`config.mk`:
```
export PLATFORM = sky130hd
export DESIGN_NAME = player_sprite_drawer
export DESIGN_NICKNAME = d
export VERILOG_FILES = /design/src/rtl/player_sprite_drawer.sv
export SDC_FILE = /design/constraint.sdc
export NUM_CORES = 1
export LEC_CHECK = 0
export ABC_AREA = 1
export CORE_ASPECT_RATIO = 0.6
export CORE_MARGIN = 2
export CORE_UTILIZATION = 40
export CTS_BUF_LIST = sky130_fd_sc_hd__clkbuf_2
export CTS_CLUSTER_DIAMETER = 30
export DETAILED_ROUTE_END_ITERATION = 16
export PLACE_DENSITY = 0.66
export SETUP_SLACK_MARGIN = 0.5
export SLEW_MARGIN = 25
export SYNTH_ARGS = -nofsm -noshare
export SYNTH_HDL_FRONTEND = slang
export SYNTH_SLANG_ARGS = --single-unit
```
`constraint.sdc`:
```
create_clock -name clk -period 4.9 [get_ports clk]
set_input_delay 1.225 -clock clk [delete_from_list [all_inputs] [get_ports clk]]
set_output_delay 1.225 -clock clk [all_outputs]
set_load 0.01 [all_outputs]
```
`src/rtl/player_sprite_drawer.sv`:
```
`default_nettype none
// ============================================================================
// Module   : player_sprite_drawer
// Purpose  : Erases the old player sprite and paints the new one, one pixel
//            per clock, on the VGA adapter's pixel-plot interface.
// Revision : 1.0
// ============================================================================
module player_sprite_drawer #(
    parameter int          LANE_W        = 32,
    parameter int          SPR_W         = 16,
    parameter int          SPR_H         = 12,
    parameter int          Y_TOP         = 100,
    parameter logic [2:0]  PLAYER_COLOUR = 3'b010,
    parameter logic [2:0]  BG_COLOUR     = 3'b000,
    parameter int          RESET_LANE    = 2
) (
    input  logic       clk,
    input  logic       reset,
    input  logic [2:0] lane,
    output logic [7:0] x,
    output logic [6:0] y,
    output logic [2:0] colour,
    output logic       plot,
    output logic       busy,
    output logic       done
);

    localparam int C_CX_W = (SPR_W > 1) ? $clog2(SPR_W) : 1;
    localparam int C_CY_W = (SPR_H > 1) ? $clog2(SPR_H) : 1;

    localparam logic [C_CX_W-1:0] C_LAST_CX    = C_CX_W'(SPR_W - 1);
    localparam logic [C_CY_W-1:0] C_LAST_CY    = C_CY_W'(SPR_H - 1);
    localparam logic [7:0]        C_X_OFF      = 8'((LANE_W - SPR_W) / 2);
    localparam logic [6:0]        C_Y_TOP      = 7'(Y_TOP);
    localparam logic [2:0]        C_RESET_LANE = 3'(RESET_LANE);
    localparam logic [2:0]        C_MAX_LANE   = 3'd4;

    typedef enum logic [1:0] {
        S_IDLE  = 2'd0,
        S_ERASE = 2'd1,
        S_DRAW  = 2'd2,
        S_DONE  = 2'd3
    } state_t;

    state_t              state_q, state_d;
    logic [2:0]          target_lane_q, target_lane_d;
    logic [2:0]          drawn_lane_q, drawn_lane_d;
    logic [C_CX_W-1:0]   cx_q, cx_d;
    logic [C_CY_W-1:0]   cy_q, cy_d;

    logic                w_last_pixel;
    logic [2:0]          w_lane_sel;
    logic [7:0]          w_base_x;

    // Reset lands in DRAW so the sprite is painted once without a prior erase.
    always_ff @(posedge clk or posedge reset) begin
        if (reset) begin
            state_q       <= S_DRAW;
            target_lane_q <= C_RESET_LANE;
            drawn_lane_q  <= C_RESET_LANE;
            cx_q          <= '0;
            cy_q          <= '0;
        end else begin
            state_q       <= state_d;
            target_lane_q <= target_lane_d;
            drawn_lane_q  <= drawn_lane_d;
            cx_q          <= cx_d;
            cy_q          <= cy_d;
        end
    end

    assign w_last_pixel = (cx_q == C_LAST_CX) && (cy_q == C_LAST_CY);

    always_comb begin
        state_d       = state_q;
        target_lane_d = target_lane_q;
        drawn_lane_d  = drawn_lane_q;
        cx_d          = cx_q;
        cy_d          = cy_q;

        // Row-major scan shared by ERASE and DRAW.
        if (state_q == S_ERASE || state_q == S_DRAW) begin
            if (cx_q == C_LAST_CX) begin
                cx_d = '0;
                cy_d = cy_q + C_CY_W'(1);
            end else begin
                cx_d = cx_q + C_CX_W'(1);
            end
        end

        case (state_q)
            S_IDLE: begin
                if ((lane <= C_MAX_LANE) && (lane != drawn_lane_q)) begin
                    target_lane_d = lane;
                    cx_d          = '0;
                    cy_d          = '0;
                    state_d       = S_ERASE;
                end
            end
            S_ERASE: begin
                if (w_last_pixel) begin
                    cx_d    = '0;
                    cy_d    = '0;
                    state_d = S_DRAW;
                end
            end
            S_DRAW: begin
                if (w_last_pixel) begin
                    drawn_lane_d = target_lane_q;
                    cx_d         = '0;
                    cy_d         = '0;
                    state_d      = S_DONE;
                end
            end
            S_DONE: begin
                state_d = S_IDLE;
            end
            default: begin
                state_d = S_IDLE;
            end
        endcase
    end

    assign w_lane_sel = (state_q == S_ERASE) ? drawn_lane_q : target_lane_q;
    assign w_base_x   = 8'(32'(w_lane_sel) * LANE_W) + C_X_OFF;

    // Outputs are gated by reset so the plot strobe drops without waiting for a clock.
    always_comb begin
        x      = '0;
        y      = '0;
        colour = BG_COLOUR;
        plot   = 1'b0;
        if (!reset && (state_q == S_ERASE || state_q == S_DRAW)) begin
            x      = w_base_x + 8'(cx_q);
            y      = C_Y_TOP + 7'(cy_q);
            colour = (state_q == S_ERASE) ? BG_COLOUR : PLAYER_COLOUR;
            plot   = 1'b1;
        end
    end

    assign busy = (state_q != S_IDLE);
    assign done = !reset && (state_q == S_DONE);

endmodule
`default_nettype wire

```
# Word-level counts from Yosys, hierarchy flattened
# Index checks and enable logic that the tools add are counted.
op_classes:
  n_addsub: 5
  order_cmp: 1
  eq_ne: 9
  muxes: 20
  n_reduce_logical: 12
ops:
  columns: ["cell", "count"]
  rows:
  - ["$mux W4", 8]
  - ["$pmux W4 S2", 2]
  - ["$mux W2", 5]
  - ["$add A4 B1 Y4 const B", 2]
  - ["$add A8 B4 Y8", 1]
  - ["$add A8 B4 Y8 const B", 1]
  - ["$eq A4 B4 Y1 const B", 2]
  - ["$mux W8", 1]
  - ["$pmux W2 S4", 1]
  - ["$add A6 B5 Y7 const A", 1]
  - ["$mux W7", 1]
  - ["$ne A2 B2 Y1 const B", 3]
  - ["$eq A2 B2 Y1 const B", 2]
  - ["$logic_and A1 B1 Y1", 4]
  - ["$reduce_and A2 Y1", 2]
  - ["$le A3 B3 Y1 const B", 1]
  - ["$mux W3", 1]
  - ["$ne A3 B3 Y1", 1]
  - ["$reduce_and A3 Y1", 1]
  - ["$eq A2 B1 Y1 const B", 1]
  - ["$logic_not A2 Y1", 1]
  - ["$reduce_bool A2 Y1", 1]
  - ["$reduce_or A2 Y1", 1]
  - ["$logic_not A1 Y1", 1]
  - ["other kinds (2)", 2]
totals:
  register_bits: 16
  in_bits: 5
  output_inout_bits: 21
  wordCells: 52

# Depth between registers and ports, before layout
logic_depth:
  depth_word: 5
  depth_mapped: 12
  ltp_nobuf: 11

# Worst setup path after synthesis
# Ideal clock, no wire load.
synth_timing:
  path_kind: "in2out"
  start: "input reset"
  end: "output colour[1]"
  arrival_ns: 1.854
  required_time_ns: 3.675
  slack_ns: 1.821
  cell_stages: 4
  path_cell_list: "nor2_2 inv_1 buf_2 nor2_1"
synth_between:
  elab_chain_len: 3
synth_lines:
  columns: ["element", "line_no", "text"]
  rows:
  - ["start: declaration", "18", "input logic reset,"]
  - ["$logic_not A1 Y1", "133", "if (!reset && (state_q == S_ERASE || state_q == S_DRAW)) begin"]
  - ["$logic_and A1 B1 Y1", "133", null]
  - ["$mux W2", "133", null]
  - ["end: declaration", "22", "output logic [2:0] colour,"]
# No other way between the ends.

# Worst setup path after layout
layout_timing:
  start: "input reset"
  end: "output y[3]"
layout_between:
  elab_chain_len: 3
layout_lines:
  columns: ["element", "line_no", "text"]
  rows:
  - ["$logic_not A1 Y1", "133", null]
  - ["$logic_and A1 B1 Y1", "133", null]
  - ["$mux W7", "133", null]
  - ["end: declaration", "21", "output logic [6:0] y,"]
# No other way between the ends.

==> impl_metrics.env <==
export IMPL_die_area_sq_um=3374
export IMPL_total_power_w=0.0006585
export IMPL_power_leakage_nw=0.7620
export IMPL_maxCapViolCount=0
export IMPL_drt_iter0_drc=100
export IMPL_ctsHtreeMaxLevel=1
export IMPL_post_cts_buffers=0
export IMPL_setup_viol=0
export IMPL_min_from="state_q[1]"
export IMPL_timing_slew_headroom_pct=57.20
export IMPL_hold_path_end="state_q[1]"
export IMPL_final_nets=200
export IMPL_holdBufCountCts=0
export IMPL_n_antenna_cell=0
export IMPL_start_util_pct=41.38
export IMPL_finalCriticalPeriod_ns=4.086
export IMPL_place_hpwl_um=1958
export IMPL_cts_buffer_depth=2
export IMPL_ctsResizeCount=0
export IMPL_cpMaxStageDelayCell="clkdlybuf4s50_1"
export IMPL_start_kind="input port"
export IMPL_hp_class="register to register"
export IMPL_synth_edf_count=0
export IMPL_rows=15
export IMPL_fmax_mhz=244.8
export IMPL_yosysSeqAreaShare_pct=34.69
export IMPL_firstDrtPassIters=4
export IMPL_period_share_pct=83.38
export IMPL_stdcell_count=219
export IMPL_cts_root_buffer="clkbuf_2"
export IMPL_synthesis_area_sq_um=1165
export IMPL_drive_gt1_share_pct=9.730
export IMPL_vdd_drop_max_v=0.0002427
export IMPL_synth_seq_cells=16
export IMPL_wl_per_cell_um=10.91
export IMPL_drc_errors=0
export IMPL_slew_violations=0
export IMPL_track_usage_pct=16.01
export IMPL_drt_wl_total_um=2389
export IMPL_io_pins=26
export IMPL_ys_warn_count=0
export IMPL_timing_rr_end="cy_q[2]"
export IMPL_synth_top_cell_area_share_pct=27.93
export IMPL_clockPowerShare_pct=9.1
export IMPL_crit_arrival_ns=2.86
export IMPL_ys_flop_type="dfrtp_1"
export IMPL_dieWidth_um=73.67
export IMPL_cts_tree="done"
export IMPL_path_common_cell="clkdlybuf4s50_1"
export IMPL_placed_cells_incl_taps=215
export IMPL_status="complete, no violations"
export IMPL_worstPathMaxFanout=11
export IMPL_pwr_share_seq_pct=29.8
export IMPL_intPower_w=0.0003594
export IMPL_yosys_cell_types_count=25
export IMPL_drtAntennaViolNets=0
export IMPL_fp_dieH_um=45.80
export IMPL_grt_setup_unrepaired="false"
export IMPL_vias=968
export IMPL_worstSetupPathType="input port to primary output"
export IMPL_overflow=0
export IMPL_core_sq_um=2815
export IMPL_required_ns=3.67
export IMPL_cts_clk_slew_worst_paths_ns=0.16
export IMPL_netlist_top_cells_area="dfrtp_1, inv_1, nand2_1"
export IMPL_ff2ff_path_depth=11
export IMPL_utilization_pct=50.22
export IMPL_tns_ns=0
export IMPL_switching_share_pct=45.43
export IMPL_path_cells="clkdlybuf4s50_1 -> nor2_2 -> inv_1 -> nor2_1 -> clkdlybuf4s50_1"
export IMPL_clk_latency_ns=0.29
export IMPL_hold_violations=0
export IMPL_switchingPower_w=0.0002991
export IMPL_power_frac_comb_pct=61.1
export IMPL_antenna_found_initial=0
export IMPL_synth_cells=163
export IMPL_via_per_inst=4.420
export IMPL_hold_depth=2
export IMPL_worstSetupEndpointType="primary output"
export IMPL_postSynth_asyncResetShare_pct=100.0
export IMPL_ys_top_cells_by_count="inv_1, nand2_1, nor2_1"
export IMPL_synth_avg_cell_area_sq_um=7.146
export IMPL_fin_skew_ns=0.004890
export IMPL_grt_pass1_wl_um=4002
export IMPL_area_growth_syn_to_layout_pct=21.38
export IMPL_crit_path_max_incr_delay_ns=0.55
export IMPL_port_buffers=23
export IMPL_grt_pass1_vias=850
export IMPL_place_congestion=0.8060
export IMPL_cts_sinks=16
export IMPL_worstMarginPinSlew_ns=0.6412
export IMPL_r2r_start="state_q[1]"
export IMPL_rrSetupSlack_ns=2.93
export IMPL_grt_max_degree=17
export IMPL_synth_top_area_cell="dfrtp_1"
export IMPL_numCtsBuffers=3
export IMPL_power_density_nw_per_um2=465.8
[power groups by stage]
stage / Combinational [W] / Sequential (W) / Clock (W)
after floorplan: 0.000289 / 0.000192 / 0
after global placement: 0.000401 / 0.000197 / 0
after detailed placement: 0.000408 / 0.000200 / 0
after CTS: 0.000410 / 0.000197 / 0.0000629
after global routing: 0.000455 / 0.000202 / 0.0000696
final: 0.000402 / 0.000196 / 0.0000598
[critical path, delay by kind of cell]
kind	cells	cell delay, ns
simple gates	2	0.39
buf+inv	3	1.25
[how the worst max path moves through the flow]
stage / startpoint / end / slack [ns] / cells past startpoint
after global routing: reset / y[3] / 0.63 / 5
after floorplan: reset / colour[1] / 1.82 / 4
after CTS: reset / y[3] / 0.79 / 5
after global placement: reset / x[1] / 0.85 / 5
final: reset / y[3] / 0.81 / 5
after detailed placement: reset / x[3] / 0.81 / 5
[placed cells by master, fill, tap and decap left out, types with 2 or more instances in the layout]
cell type,Yosys,layout
inv_1,36,36
nand2_1,36,36
clkdlybuf4s50_1,0,23
nor2_1,18,18
o21ai_0,13,13
dfrtp_1,13,13
ha_1,9,9
nand3_1,7,7
a21oi_1,4,4
clkbuf_2,0,3
dfstp_2,3,3
nand2_2,2,2
nand2_4,2,2
nor2_2,2,2
xor2_1,2,2
clkinv_1,1,2
or2_2,2,2
conb_1,1,2
[cell families after synthesis]
logic type | share of synthesized area [%]
fa+ha+maj | 9.667
other cells | 0.3219
buf+inv | 16.43
simple gates | 28.57
compound gates | 8.056
xor+xnor | 2.256
flops | 34.69
[routing by layer]
| metal | track usage (%) | wire length, um | vias to the layer above |
|---|---|---|---|
| li1 | - | - | 524 |
| met1 | 24.63 | 1281 | 430 |
| met2 | 22.14 | 1003 | 14 |
| met3 | 5.310 | 104 | 0 |
| met4 | 1.455 | 0 | 0 |
| met5 | 0 | 0 | - |
[area by class of cell]
class / count / area (sq um)
well taps: 34 / 42.54
flip-flops and latches: 16 / 404.1
multi-input cells: 104 / 573.1
clock inverters: 1 / 3.754
inverters: 38 / 145.1
repair buffers: 23 / 230.2
fillers: 289 / 1401
clock buffers: 3 / 15.01
[registers in the layout (all words and copies together) (netlist names)]
name           count
cx_q               4
cy_q               4
drawn_lane_q       3
target_lane_q      3
state_q            2
[per-stage QoR]
stage	hold slack, ns	instance area (sq um)	setup WS (ns)
after global placement	0.4844	1395	0.8485
final	0.5112	1414	0.8144
after global routing	0.5255	1414	0.6284
after CTS	0.5138	1414	0.7931
after detailed placement	0.4932	1395	0.8065
after floorplan	0.4696	1169	1.821
No activity file was read; power rests on OpenSTA's default activity.
